[config.mk]
export PLATFORM = sky130hd
export DESIGN_NAME = cofre_bloqueio
export DESIGN_NICKNAME = d
export VERILOG_FILES = /design/src/rtl/cofre_pkg.sv /design/src/rtl/cofre_bloqueio_temporizador.sv /design/src/rtl/cofre_bloqueio.sv
export SDC_FILE = /design/constraint.sdc
export NUM_CORES = 1
export LEC_CHECK = 0
export ABC_AREA = 1
export CAP_MARGIN = 30
export CORE_MARGIN = 1
export CORE_UTILIZATION = 45
export CTS_BUF_LIST = sky130_fd_sc_hd__clkbuf_2
export DETAILED_ROUTE_END_ITERATION = 16
export PLACE_DENSITY_LB_ADDON = 0.25
export SLEW_MARGIN = 25
export SYNTH_ARGS = -nofsm -noshare
export SYNTH_HDL_FRONTEND = slang
export SYNTH_SLANG_ARGS = --single-unit
[constraint.sdc]
create_clock -name clk -period 4.4 [get_ports clk]
set_input_delay 0.66 -clock clk [delete_from_list [all_inputs] [get_ports clk]]
set_output_delay 0.66 -clock clk [all_outputs]
set_load 0.05 [all_outputs]
[src/rtl/cofre_pkg.sv]
// Shared types and defaults for the lockout safe: state encoding, attempt
// classification and the timer-width helper.
package cofre_pkg;

    typedef enum logic [1:0] {
        ESPERA    = 2'b00,
        ABERTO    = 2'b01,
        BLOQUEADO = 2'b10
    } estado_t;

    typedef enum logic [1:0] {
        R_CERTO  = 2'b00,
        R_ERRADO = 2'b01,
        R_PERTO  = 2'b10,
        R_NADA   = 2'b11
    } resultado_t;

    localparam int MAX_FALHAS_PADRAO = 3;
    localparam int T_ABERTO_PADRAO   = 50;
    localparam int T_BLOQUEIO_PADRAO = 200;

    // Priority aberto > errado > perto; no flag at all is still a wrong attempt.
    function automatic resultado_t classificar(input logic aberto,
                                               input logic errado,
                                               input logic perto);
        if (aberto)      return R_CERTO;
        else if (errado) return R_ERRADO;
        else if (perto)  return R_PERTO;
        else             return R_NADA;
    endfunction

    // Bits needed to hold the larger of (a-1) and (b-1), never less than 1.
    function automatic int largura_timer(input int a, input int b);
        int m;
        m = (a > b) ? a : b;
        return (m <= 1) ? 1 : $clog2(m);
    endfunction

endpackage

[src/rtl/cofre_bloqueio_temporizador.sv]
// Down-counter with synchronous load, count enable and zero flag; one instance
// is shared by the ABERTO and BLOQUEADO dwell times.
module temporizador #(
    parameter int W = 8
) (
    input  logic         clk,
    input  logic         rst_n,
    input  logic         carregar,
    input  logic         habilitar,
    input  logic [W-1:0] carga,
    output logic         zero
);

    logic [W-1:0] contagem;

    always_ff @(posedge clk or negedge rst_n) begin
        if (!rst_n) begin
            contagem <= '0;
        end else if (carregar) begin
            contagem <= carga;
        end else if (habilitar && (contagem != '0)) begin
            contagem <= contagem - 1'b1;
        end
    end

    assign zero = (contagem == '0);

endmodule

[src/rtl/cofre_bloqueio.sv]
// Safe controller: opens on a correct attempt, locks out after MAX_FALHAS
// consecutive wrong ones. Optional hint LED enabled by macro COFRE_DICA_EN.
module cofre_bloqueio
    import cofre_pkg::*;
#(
    parameter int MAX_FALHAS = MAX_FALHAS_PADRAO,
    parameter int T_ABERTO   = T_ABERTO_PADRAO,
    parameter int T_BLOQUEIO = T_BLOQUEIO_PADRAO
) (
    input  logic       clk,
    input  logic       rst_n,
    input  logic       tentar,
    input  logic       aberto,
    input  logic       perto,
    input  logic       errado,
    input  logic       fechar,
    output logic       liberado,
    output logic       travado,
    output logic       dica,
    output logic [3:0] falhas,
    output logic [1:0] estado
);

    localparam int TW = largura_timer(T_ABERTO, T_BLOQUEIO);
    localparam logic [TW-1:0] CARGA_ABERTO    = TW'(T_ABERTO - 1);
    localparam logic [TW-1:0] CARGA_BLOQUEIO  = TW'(T_BLOQUEIO - 1);
    localparam logic [3:0]    LIMITE          = 4'(MAX_FALHAS);

    estado_t    estado_q, estado_d;
    logic [3:0] falhas_q, falhas_d;
    logic [3:0] falhas_inc;
    logic       liberado_q, travado_q;
    logic       carregar, habilitar, zero, aceito;
    logic [TW-1:0] carga;
    resultado_t resultado;

    // tentar is a single-cycle strobe: flags are only meaningful, and only
    // sampled, in a cycle where tentar=1 and the FSM is in ESPERA.
    assign resultado  = classificar(aberto, errado, perto);
    assign falhas_inc = falhas_q + 4'd1;

    temporizador #(.W(TW)) u_temporizador (
        .clk       (clk),
        .rst_n     (rst_n),
        .carregar  (carregar),
        .habilitar (habilitar),
        .carga     (carga),
        .zero      (zero)
    );

    always_comb begin
        estado_d  = estado_q;
        falhas_d  = falhas_q;
        carregar  = 1'b0;
        habilitar = 1'b0;
        carga     = '0;
        aceito    = 1'b0;
        case (estado_q)
            ESPERA: begin
                if (tentar) begin
                    aceito = 1'b1;
                    if (resultado == R_CERTO) begin
                        estado_d = ABERTO;
                        falhas_d = 4'd0;
                        carregar = 1'b1;
                        carga    = CARGA_ABERTO;
                    end else begin
                        falhas_d = falhas_inc;
                        if (falhas_inc == LIMITE) begin
                            estado_d = BLOQUEADO;
                            carregar = 1'b1;
                            carga    = CARGA_BLOQUEIO;
                        end
                    end
                end
            end
            ABERTO: begin
                habilitar = 1'b1;
                // fechar on the final cycle coincides with the timeout: one exit either way
                if (fechar || zero) begin
                    estado_d = ESPERA;
                end
            end
            BLOQUEADO: begin
                habilitar = 1'b1;
                if (zero) begin
                    estado_d = ESPERA;
                    falhas_d = 4'd0;
                end
            end
            default: begin
                estado_d = ESPERA;
                falhas_d = 4'd0;
            end
        endcase
    end

    always_ff @(posedge clk or negedge rst_n) begin
        if (!rst_n) begin
            estado_q   <= ESPERA;
            falhas_q   <= 4'd0;
            liberado_q <= 1'b0;
            travado_q  <= 1'b0;
        end else begin
            estado_q   <= estado_d;
            falhas_q   <= falhas_d;
            liberado_q <= (estado_d == ABERTO);
            travado_q  <= (estado_d == BLOQUEADO);
        end
    end

`ifdef COFRE_DICA_EN
    logic dica_q;

    always_ff @(posedge clk or negedge rst_n) begin
        if (!rst_n) begin
            dica_q <= 1'b0;
        end else if (aceito) begin
            dica_q <= (resultado != R_CERTO) && perto && (estado_d != BLOQUEADO);
        end
    end

    assign dica = dica_q;
`else
    logic aceito_sem_uso;
    assign aceito_sem_uso = aceito;
    assign dica = 1'b0;
`endif

    assign liberado = liberado_q;
    assign travado  = travado_q;
    assign falhas   = falhas_q;
    assign estado   = estado_q;

endmodule

==> results_dict.tcl, run 1 <==
set metrics [dict create \
    status "complete, no violations" \
    arrival_ns 1.61 \
    routed_wl_um 2233 \
    startpoint_type "register" \
    portBuffers 12 \
    synth.avg_cell_area_um2 7.515 \
    start_util_pct 47.15 \
    io_pins 16 \
    final_cell_area_um2 1326 \
    synth.lib_cells_used.distinct 24 \
    grt_pass1_wl_um 3877 \
    path_depth 1 \
    total_power_uw 880.2 \
    drc 0 \
    synth-adder-area-share_pct 7.568 \
    drv_slew 0 \
    cts.repair.resized 0 \
    hold_violations 0 \
    cts_num_sinks 16 \
    finalSetupViolCount 0 \
    cts_tree "yes" \
    cp_num_buf_inv 1 \
    period_share_pct 51.55 \
    die_h_um 52.72 \
    synth.ff_latch_count 16 \
    synth_edf_count 0 \
    coreArea_um2 2455 \
    cts_root_buf "clkbuf_2" \
    path_clk_slew_ns 0.16 \
    setup-tns-final_ns 0 \
    cp_max_fo 7 \
    synthSimpleGateAreaFrac_pct 40.76 \
    final_common_cell "nand2_1" \
    ys_warn_count 0 \
    dr.pass1.iters 4 \
    row_count 18 \
    async_reset_ff_share_pct 100.0 \
    drive_above_1_share_pct 14.20 \
    synth_area_leaders "dfrtp_1, nand2_1, ha_1" \
    grt_max_degree 17 \
    crit_slowest_cell "clkdlybuf4s50_1" \
    syn-cell-area_um2 1157 \
    cap_violations 0 \
    synthFlopType "dfrtp_1" \
    cp_cell_sequence "clkdlybuf4s50_1" \
    synth_top_area_share_pct 34.59 \
    cts_max_level 1 \
    area_growth_syn_to_layout_pct 14.59 \
    timing.fmax_mhz 440.9 \
    drtIter0Drc 15 \
    critPathMaxStageDelay_ns 0.83 \
    fillCellCount 236 \
    clk_latency_ns 0.29 \
    synthMuxAreaShare_pct 0 \
    hold_depth 2 \
    netlist_instances 154 \
    diodes 0 \
    tightest_slew_ns 0.6992 \
    grt_usage_pct 19.64 \
    fin_skew_ns 0.001168 \
    powerDensity_nw_per_um2 663.6 \
    max-vdd-ir-drop_uv 316.9 \
    antenna_found_initial 0 \
    grt_pass1_vias 913 \
    min_period_ns 2.268 \
    worstPathRequired_ns 3.74 \
    dp_hpwl_um 1727 \
    yosys.area_share.xor_xnor_pct 1.514 \
    synth.largest_area_cell "dfrtp_1" \
    die_area_um2 2779 \
    place_congestion 0.7762 \
    end_kind "primary output" \
    mostFrequentLayoutCells "nand2_1, inv_1, dfrtp_1" \
    tritoncts.num_buffers 3 \
    vias 963 \
    die_width_um 52.72 \
    grt_overflow 0 \
    nNetsFinal 184 \
    cts.path.max_buffers 2 \
    placed_area_um2 1308 \
    postRouteAntennaNets 0 \
    crit_family "buffers and inverters" \
    post_cts_buffers 0 \
    synth_top_family_by_area "simple AND/OR/NAND/NOR gates" \
    r2r_start "estado[0]$_DFF_PN0_" \
    wire_per_inst_um 11.22 \
    routed_via_density 4.839 \
    power_leakage_nw 0.6940 \
    crit_start "falhas[0]$_DFFE_PN0P_" \
    rsz0062_at_grt "false" \
    worstHoldStart "u_temporizador.contagem[1]$_DFFE_PN0P_" \
    rr_worst_depth 10 \
    hp-class "reg2reg" \
    maxSlewHeadroom_pct 53.24 \
    seq_area_frac_synth_pct 34.59 \
    hold_buffers 0 \
    syn_nets 168 \
    worstSetupPathType "reg2out" \
    synth-compound-area-share_pct 6.811 \
]
sequential cells by signal, indices dropped and copies added (netlist names):
signal and cells:
estado 2, liberado 1, u_temporizador.contagem 8, falhas 4, travado 1
power breakdown:
| group | internal (mW) | total, mW | switching [mW] | leakage [nW] |
|---|---|---|---|---|
| sequential | 0.201 | 0.256 | 0.0553 | 0.207 |
| combinational | 0.195 | 0.555 | 0.360 | 0.473 |
| clock | 0.0198 | 0.0693 | 0.0495 | 0.0140 |
| total | 0.415 | 0.880 | 0.465 | 0.694 |
metrics by stage:
step                      utilization [%]  worst slack [ns]  std cells  hold WS (ns)
after floorplan                         -             2.640        154        0.3644
after global routing                54.03             2.043        199        0.5594
final                               54.03             2.132        199        0.5449
after global placement              53.26             2.441        195        0.4882
after detailed placement            53.26             2.389        195        0.5053
after CTS                           54.03             2.113        199        0.5426
worst register-to-register path, delay by kind of cell (launching register included):
family / cells / cell delay, ns
AND/OR/NAND/NOR: 5 / 0.48
buffers and inverters: 2 / 0.26
adder cells (fa/ha/maj): 1 / 0.22
flip-flops: 1 / 0.44
AO/OA/AOI/OAI: 2 / 0.21
synthesized netlist by cell type, types with 2 or more instances:
master,n
nand2_1,50
inv_1,22
dfrtp_1,16
nand3_1,9
nor2_1,8
ha_1,7
o21ai_0,7
nand2_2,5
nor2_4,5
nand4_1,4
nand2_4,3
a21oi_1,2
a31oi_1,2
inv_2,2
nor2_2,2
xor2_1,2
final timing paths:
path,endpoint,slack (ns)
max,falhas[0],2.13
min,u_temporizador.contagem[1]$_DFFE_PN0P_,0.54
max reg2reg,liberado$_DFF_PN0_,2.74
min reg2reg,u_temporizador.contagem[1]$_DFFE_PN0P_,0.54
max in group asynchronous,estado[1]$_DFF_PN0_,3.21
min in group asynchronous,u_temporizador.contagem[5]$_DFFE_PN0P_,0.76
cells by family (layout without fill, tap and decap cells):
family / after synthesis / in the layout
other cells: 1 / 1
buf+inv: 25 / 40
simple gates: 89 / 89
xor+xnor: 2 / 2
compound gates: 14 / 14
fa+ha+maj: 7 / 7
flops: 16 / 16
routing by layer:
| layer | global-route usage (%) | up-vias | wire length [um] |
|---|---|---|---|
| met1 | 23.02 | 442 | 1012 |
| met2 | 34.39 | 9 | 1144 |
| li1 | - | 508 | - |
| met3 | 3.478 | 4 | 38 |
| met5 | 0 | - | 0 |
| met4 | 8.772 | 0 | 38 |
layout make-up:
| type | instances | area (um^2) | area share [%] |
|---|---|---|---|
| multi-input cells | 113 | 659.4 | 49.72 |
| flip-flops and latches | 16 | 400.4 | 30.19 |
| repair buffers | 12 | 120.1 | 9.057 |
| inverters | 24 | 90.09 | 6.792 |
| well taps | 30 | 37.54 | 2.830 |
| clock buffers | 3 | 15.01 | 1.132 |
| clock inverters | 1 | 3.754 | 0.2830 |
No activity file was read; power rests on OpenSTA's default activity.
==> inputs of run 2 (changes only) <==
==> constraint.sdc (replaced) <==
create_clock -name clk -period 2.2 [get_ports clk]
set_input_delay 0.33 -clock clk [delete_from_list [all_inputs] [get_ports clk]]
set_output_delay 0.33 -clock clk [all_outputs]
set_load 0.05 [all_outputs]
==> results_dict.tcl, run 2 (synthesized netlist as in run 1, its figures left out) <==
set metrics [dict create \
    top_register "u_temporizador.contagem" \
    diodes 0 \
    crit_family "buffers and inverters" \
    portBuffers 12 \
    period_share_pct 88.80 \
    maxSlewHeadroom_pct 53.41 \
    coreArea_um2 2455 \
    cap_violations 0 \
    hold_buffers 0 \
    routed_via_density 4.960 \
    power_leakage_nw 0.6940 \
    antenna_found_initial 0 \
    end_kind "primary output" \
    timing.fmax_mhz 511.9 \
    rr_worst_depth 10 \
    drtIter0Drc 10 \
    tritoncts.num_buffers 3 \
    place_congestion 0.7777 \
    cts.path.max_buffers 2 \
    setup-tns-final_ns 0 \
    cp_cell_sequence "clkdlybuf4s50_1" \
    clk_latency_ns 0.31 \
    grt_pass1_vias 916 \
    fin_skew_ns 0.002977 \
    cp_max_fo 7 \
    placed_area_um2 1308 \
    startpoint_type "register" \
    cts_num_sinks 16 \
    postRouteAntennaNets 0 \
    hold_violations 0 \
    max-vdd-ir-drop_uv 661.4 \
    routed_wl_um 2202 \
    dr.pass1.iters 4 \
    cts.repair.resized 0 \
    min_period_ns 1.954 \
    io_pins 16 \
    grt_max_degree 17 \
    r2r_start "u_temporizador.contagem[0]$_DFFE_PN0P_" \
    top_layer_used "met4" \
    row_count 18 \
    cts_tree "yes" \
    wl_met3_um 65 \
    reg2reg_slack_ns 0.52 \
    critPathMaxStageDelay_ns 0.84 \
    largest_register_ff_count 8 \
    final_common_cell "nand2_1" \
    drive_above_1_share_pct 14.20 \
    cts_max_level 1 \
    rsz0062_at_grt "false" \
    cts_root_buf "clkbuf_2" \
    wl_met2_um 1098 \
    drv_slew 0 \
    grt_overflow 0 \
    path_clk_slew_ns 0.16 \
    post_cts_buffers 0 \
    worstPathRequired_ns 1.87 \
    stdcell_count 199 \
    nNetsFinal 184 \
    tightest_slew_ns 0.6966 \
    dp_hpwl_um 1714 \
    grt_usage_pct 18.49 \
    status "complete, no violations" \
    die_h_um 52.72 \
    wire_per_inst_um 11.07 \
    area_growth_syn_to_layout_pct 14.59 \
    pre_cts_ws_ns 0.5378 \
    placed_cells 195 \
    arrival_ns 1.62 \
    drc 0 \
    setup_ws_ns 0.2464 \
    vias 987 \
    grt_pass1_wl_um 3739 \
    die_area_um2 2779 \
    mostFrequentLayoutCells "nand2_1, inv_1, dfrtp_1" \
    hp-class "in2async" \
    crit_slowest_cell "clkdlybuf4s50_1" \
    reg2reg_to "u_temporizador.contagem[5]$_DFFE_PN0P_" \
    start_util_pct 47.15 \
    final_cell_area_um2 1326 \
    die_width_um 52.72 \
    total_power_mw 1.765 \
    met1_length_um 1007 \
    powerDensity_nw_per_um2 1331 \
    worstSetupPathType "reg2out" \
    cp_num_buf_inv 1 \
    finalSetupViolCount 0 \
]
## run 2: where the power goes
group,internal [mW],switching (mW)
clock network,0.0395,0.101
logic,0.390,0.723
registers,0.401,0.111
## run 2: cell type report
class,instances,area [um^2]
Fill cell,227,1129
Multi-Input combinational cell,113,659.4
Sequential cell,16,400.4
Timing Repair Buffer,12,120.1
Inverter,24,90.09
Tap cell,30,37.54
Clock buffer,3,15.01
Clock inverter,1,3.754
## run 2: layer usage
metal / vias up / GRT usage [%]
li1: 514 / -
met2: 20 / 33.12
met1: 448 / 21.80
met5: - / 0
met3: 5 / 2.609
met4: 0 / 7.456
## run 2: how the worst max path moves through the flow
stage	start	endpoint	slack (ns)	cells after the start
finish	falhas[0]$_DFFE_PN0P_	falhas[0]	0.25	1
global route	falhas[0]$_DFFE_PN0P_	falhas[0]	0.18	1
CTS	falhas[0]$_DFFE_PN0P_	falhas[0]	0.23	1
detailed placement	u_temporizador.contagem[0]$_DFFE_PN0P_	u_temporizador.contagem[7]$_DFFE_PN0P_	0.54	10
global placement	tentar	liberado$_DFF_PN0_	0.57	9
floorplan	estado[0]$_DFF_PN0_	liberado$_DFF_PN0_	0.44	10
## run 2: stage by stage
stage / hold WS (ns) / util [%]
floorplan: 0.03441 / -
global placement: 0.4885 / 53.26
detailed placement: 0.5088 / 53.26
CTS: 0.4469 / 54.03
global route: 0.4709 / 54.03
finish: 0.4174 / 54.03
==> inputs of run 3 (changes only) <==
--- a/config.mk
+++ b/config.mk
@@ -12,7 +12,7 @@
 export CTS_BUF_LIST = sky130_fd_sc_hd__clkbuf_2
 export DETAILED_ROUTE_END_ITERATION = 16
 export PLACE_DENSITY_LB_ADDON = 0.25
-export SLEW_MARGIN = 25
+export SLEW_MARGIN = 20
 export SYNTH_ARGS = -nofsm -noshare
 export SYNTH_HDL_FRONTEND = slang
 export SYNTH_SLANG_ARGS = --single-unit
==> results of run 3 <==
No change in the layout: final DEF, timing and power equal those of run 2.
